[config.mk]
export PLATFORM = sky130hd
export DESIGN_NAME = icache_fetch
export DESIGN_NICKNAME = d
export VERILOG_FILES = /design/src/rtl/icache_fetch.sv
export SDC_FILE = /design/constraint.sdc
export NUM_CORES = 1
export LEC_CHECK = 0
export ABC_AREA = 1
export CAP_MARGIN = 15
export CORE_UTILIZATION = 45
export CTS_BUF_LIST = sky130_fd_sc_hd__clkbuf_4
export CTS_CLUSTER_SIZE = 28
export DETAILED_ROUTE_END_ITERATION = 8
export GPL_TIMING_DRIVEN = 0
export PLACE_DENSITY = 0.74
export SLEW_MARGIN = 40
export SYNTH_ARGS = -nofsm -noshare
export SYNTH_HDL_FRONTEND = slang
export SYNTH_SLANG_ARGS = --single-unit
[constraint.sdc]
create_clock -name clk -period 3.1 [get_ports clk]
set_clock_uncertainty 0.15 [all_clocks]
set_input_delay 0.93 -clock clk [delete_from_list [all_inputs] [get_ports clk]]
set_output_delay 0.93 -clock clk [all_outputs]
set_load 0.005 [all_outputs]
[src/rtl/icache_fetch.sv]
// Instruction fetch front-end sitting between a core's ROM port and a single-beat read bus.
//
// Two implementations, selected at compile time by the ICACHE_EN macro:
//   ICACHE_EN defined   : direct-mapped cache of LINES one-word lines.
//   ICACHE_EN undefined : single-entry buffer (one valid/address/word register), LINES unused.
// Both share the same two-state controller (IDLE / REFILL) and external behaviour.
//
// Ports
//   clk         in   1  clock, all state on the rising edge
//   rst         in   1  asynchronous reset, active low
//   cpu_ce_i    in   1  core fetch enable
//   cpu_addr_i  in  32  fetch address, bits [1:0] ignored
//   cpu_inst_o  out 32  instruction to the core (zero unless a hit is delivered)
//   stall_o     out  1  requested instruction not available this cycle
//   flush_i     in   1  invalidate all lines at the next edge
//   bus_req_o   out  1  memory read request, high only in REFILL
//   bus_addr_o  out 32  word-aligned read address
//   bus_ack_i   in   1  single-cycle read completion
//   bus_data_i  in  32  read data, valid with bus_ack_i

module icache_fetch #(
    parameter int unsigned LINES = 16
) (
    input  logic        clk,
    input  logic        rst,
    input  logic        cpu_ce_i,
    input  logic [31:0] cpu_addr_i,
    output logic [31:0] cpu_inst_o,
    output logic        stall_o,
    input  logic        flush_i,
    output logic        bus_req_o,
    output logic [31:0] bus_addr_o,
    input  logic        bus_ack_i,
    input  logic [31:0] bus_data_i
);

    localparam logic [0:0] IDLE   = 1'b0;
    localparam logic [0:0] REFILL = 1'b1;

    logic [0:0]  state_q, state_d;
    // Word address (addr[31:2]) of the line being refilled.
    logic [29:0] addr_q, addr_d;

    logic        lookup_hit;   // storage holds the word for cpu_addr_i
    logic [31:0] lookup_word;  // stored word for cpu_addr_i (meaningful only on a hit)
    logic        fill_en;      // refill data is accepted this cycle
    logic        hit_now;      // hit actually delivered to the core

    // Byte offset bits are never needed by a word-granular fetch path.
    logic unused_addr_lsbs;
    assign unused_addr_lsbs = ^cpu_addr_i[1:0];

    assign fill_en = (state_q == REFILL) && bus_ack_i;

`ifdef ICACHE_EN

    localparam int unsigned IdxW = $clog2(LINES);
    localparam int unsigned TagW = 30 - IdxW;

    logic [IdxW-1:0]  req_idx;
    logic [TagW-1:0]  req_tag;
    logic [IdxW-1:0]  fill_idx;
    logic [TagW-1:0]  fill_tag;

    logic [LINES-1:0] valid_q;
    logic [TagW-1:0]  tag_q  [LINES];
    logic [31:0]      data_q [LINES];

    assign req_idx  = cpu_addr_i[IdxW+1:2];
    assign req_tag  = cpu_addr_i[31:IdxW+2];
    assign fill_idx = addr_q[IdxW-1:0];
    assign fill_tag = addr_q[29:IdxW];

    // Flush has priority over a coincident fill so the refilled line stays invalid.
    always_ff @(posedge clk or negedge rst) begin
        if (!rst) begin
            valid_q <= '0;
        end else if (flush_i) begin
            valid_q <= '0;
        end else if (fill_en) begin
            valid_q[fill_idx] <= 1'b1;
        end
    end

    // Tag and data arrays carry no reset; valid bits gate every use.
    always_ff @(posedge clk) begin
        if (fill_en) begin
            tag_q[fill_idx]  <= fill_tag;
            data_q[fill_idx] <= bus_data_i;
        end
    end

    assign lookup_hit  = valid_q[req_idx] && (tag_q[req_idx] == req_tag);
    assign lookup_word = data_q[req_idx];

`else

    logic        buf_valid_q;
    logic [29:0] buf_addr_q;
    logic [31:0] buf_data_q;

    // Line count has no meaning for the single-entry buffer.
    localparam int unsigned unused_lines = LINES;

    always_ff @(posedge clk or negedge rst) begin
        if (!rst) begin
            buf_valid_q <= 1'b0;
        end else if (flush_i) begin
            buf_valid_q <= 1'b0;
        end else if (fill_en) begin
            buf_valid_q <= 1'b1;
        end
    end

    always_ff @(posedge clk) begin
        if (fill_en) begin
            buf_addr_q <= addr_q;
            buf_data_q <= bus_data_i;
        end
    end

    assign lookup_hit  = buf_valid_q && (buf_addr_q == cpu_addr_i[31:2]);
    assign lookup_word = buf_data_q;

`endif

    // ------------------------------------------------------------------------
    // Controller
    // ------------------------------------------------------------------------

    assign hit_now = (state_q == IDLE) && cpu_ce_i && lookup_hit;

    always_comb begin
        state_d = state_q;
        addr_d  = addr_q;
        case (state_q)
            IDLE: begin
                // Acks arriving here are stale and deliberately ignored.
                if (cpu_ce_i && !lookup_hit) begin
                    state_d = REFILL;
                    addr_d  = cpu_addr_i[31:2];
                end
            end
            REFILL: begin
                // Address changes from the core are ignored until the refill lands.
                if (bus_ack_i) begin
                    state_d = IDLE;
                end
            end
        endcase
    end

    always_ff @(posedge clk or negedge rst) begin
        if (!rst) begin
            state_q <= IDLE;
            addr_q  <= '0;
        end else begin
            state_q <= state_d;
            addr_q  <= addr_d;
        end
    end

    // ------------------------------------------------------------------------
    // Outputs
    // ------------------------------------------------------------------------

    // A disabled core sees neither stall nor data, even while a refill drains.
    assign stall_o    = cpu_ce_i && !hit_now;
    assign cpu_inst_o = hit_now ? lookup_word : 32'h0;
    assign bus_req_o  = (state_q == REFILL);
    assign bus_addr_o = (state_q == REFILL) ? {addr_q, 2'b00} : 32'h0;

endmodule

==> impl_metrics.json <==
{
  "preCtsSetupSlack_ns": -1.18,
  "period_needed_ns": 3.55,
  "wl_um": 13800,
  "ys.flop_type": "edfxtp_1",
  "setup_viol": 33,
  "hold_path_class": "primary input to async pin",
  "ir_worst_vdd_mv": 0.219,
  "synthToLayoutAreaGrowth_pct": 55.4,
  "die_width_um": 103,
  "drive_gt1_share_pct": 37.9,
  "drtIter0Drc": 280,
  "rsz0062_at_grt": "yes",
  "pwr-share-comb_pct": 26.6,
  "switching_power_w": 0.000895,
  "wl_per_cell_um": 15.5,
  "maxSlewHeadroom_pct": 66.2,
  "start_util_pct": 46.8,
  "grt_use_total_pct": 24.7,
  "required_ns": 2.02,
  "cp_max_fo": 3,
  "crit_type": "primary input to output pin",
  "tightestPinTransition_ns": 0.508,
  "netlist_area_um2": 4620,
  "cts_tree": "yes",
  "setup_ws_ns": -0.449,
  "ys_ff_latch": 94,
  "ys_async_sr_fraction_pct": 34.0,
  "netlist_instances": 542,
  "powerDensity_nw_per_um2": 416,
  "num_vias": 4308,
  "htreeDepth": 3,
  "core-area_um2": 9860,
  "syn_avg_cell_area_um2": 8.53,
  "grt_max_degree": 42,
  "fin_crit_sh_pct": 114,
  "portBuffers": 130,
  "antenna_found_initial": 0,
  "violations": "setup timing",
  "grt_pass1_vias": 4123,
  "via_per_inst": 4.84,
  "io_pins": 135,
  "drv_cap": 0,
  "drc": 0,
  "grt_pass1_wl_um": 19300,
  "pwr-share-clk_pct": 18.5,
  "power.internal_w": 0.00209,
  "synth_cell_type_count": 29,
  "clock.fmax_mhz": 282,
  "rows": 36,
  "ant_nets": 0,
  "synth_edf_count": 62,
  "cp.arrival_ns": 2.47,
  "seq_area_frac_synth_pct": 57.6,
  "clk_pin_slew_worst_paths_ns": 0.13,
  "hpwl_um": 8310,
  "leakage_nw": 3.67,
  "n_antenna_cell": 0,
  "cts-root-buf": "clkbuf_4",
  "cts_buffers": 9,
  "hold_viol": 0,
  "design_power_total_w": 0.00299,
  "gp_congestion": 0.953,
  "cts_max_path_buffers": 2,
  "dr.pass1.iters": 5,
  "fp.dieH_um": 103,
  "netSwitchingFraction_pct": 30.0,
  "grt_overflow": 0,
  "seq_power_share_pct": 54.9,
  "nets": 823,
  "die_area_um2": 10700,
  "slew_violations": 0,
  "outcome": "complete, but fails checks",
  "yosys_warnings": 0,
  "ctsHoldBuffers": 0,
  "cts.sinks": 94,
  "insertion_delay_ns": 0.45,
  "end_kind": "output pin",
  "start_kind": "primary input"
}
==> routing by layer <==
layer | GRT usage [%] | part of all wire (%)
met5 | 0 | 0
met2 | 43.2 | 50
met4 | 16.3 | 4.4
met1 | 27.3 | 38
met3 | 5.44 | 7.8
==> registers in the layout, indices dropped and copies added, names as in the netlist <==
register     flops
bus_req_o        1
buf_valid_q      1
buf_addr_q      30
buf_data_q      32
addr_q          30
==> final cells by class <==
cell class | count | area, um^2
plain buffers | 17 | 163
clock buffers | 10 | 75.1
clock inverters | 5 | 27.5
fillers | 651 | 2680
inverters | 129 | 487
multi-input cells | 303 | 1780
flip-flops and latches | 94 | 2660
well taps | 133 | 166
repair buffers | 200 | 1810
==> through the flow <==
stage	instances	util, %	cell area [um^2]	hold slack (ns)	setup TNS [ns]
floorplan	543	-	4620	0.297	0
CTS	890	69.2	6830	0.237	-17.10
detailed placement	808	62.2	6140	0.310	-36.45
global placement	806	61.8	6090	0.307	-83.74
global route	891	72.8	7180	0.243	-13.88
finish	891	72.8	7180	0.245	-12.21
==> critical path, stage by stage <==
cell,delay (ns)
buf_2,0.11
inv_1,0.04
nand2_1,0.07
nand4_1,0.20
nor2_2,0.19
nand2_2,0.08
nor2_4,0.13
nand3_4,0.12
buf_6,0.15
buf_6,0.12
buf_6,0.11
nor2_1,0.08
buf_2,0.12
==> synth_stat cells (2+ instances only) <==
cell type	count	area share (%)
xnor2_1	5	0.95
clkbuf_1	4	0.32
clkinv_1	3	0.24
nand2_1	179	15
buf_1	2	0.16
nand3_1	35	3.8
a21oi_1	2	0.22
dfrtp_1	32	17
buf_6	7	1.7
nand2_2	10	1.4
nor2_2	14	1.9
inv_2	2	0.16
inv_1	124	10
nor2_1	37	3.0
edfxtp_1	62	40
buf_4	3	0.49
nand4_1	8	1.1
o21ai_0	2	0.22
==> path summary, 6_finish.rpt <==
check,start,to,slack [ns],cells after the start
worst max-delay path,cpu_addr_i[19],cpu_inst_o[14],-0.45,13
worst min-delay path,rst,addr_q[12],0.24,1
worst max register to register,buf_addr_q[26],addr_q[21],0.16,23
worst min register to register,addr_q[16],buf_addr_q[16],0.34,0
max in group asynchronous,rst,addr_q[26],2.11,2
min in group clk,addr_q[16],buf_addr_q[16],0.34,0
==> timing repair <==
action | CTS | global route
setup endpoints to repair | 63 | 82
buffers inserted | 64 | 9
gates resized for setup | 304 | 133
pin swaps | 51 | 47
cloned | 4 | 1
==> power by group through the flow <==
stage                     logic, W  clock network (W)  registers (W)
after floorplan           0.000315                  0        0.00162
after global placement    0.000599                  0        0.00165
after detailed placement  0.000626                  0        0.00165
after CTS                 0.000716           0.000568        0.00163
after global routing      0.000863           0.000612        0.00166
final                     0.000794           0.000553        0.00164
==> cells by family after synthesis <==
family	share of synthesized area (%)
flip-flops	57.6
XOR/XNOR	0.948
buffers and inverters	13.7
AO/OA/AOI/OAI	0.433
AND/OR/NAND/NOR	27.2
other	0.0812
==> cell usage in the layout, fill, tap and decap left out, types with 9 or more instances in the layout <==
master / count
inv_1: 112
buf_8: 9
buf_2: 41
clkbuf_4: 11
nand2_1: 132
nor2_4: 28
buf_6: 38
inv_2: 13
nand3_1: 32
nand2_2: 51
dfrtp_1: 31
clkdlybuf4s50_1: 65
edfxtp_1: 62
nor2_2: 10
nor2_1: 13
buf_4: 48
No activity file was read; power rests on OpenSTA's default activity.
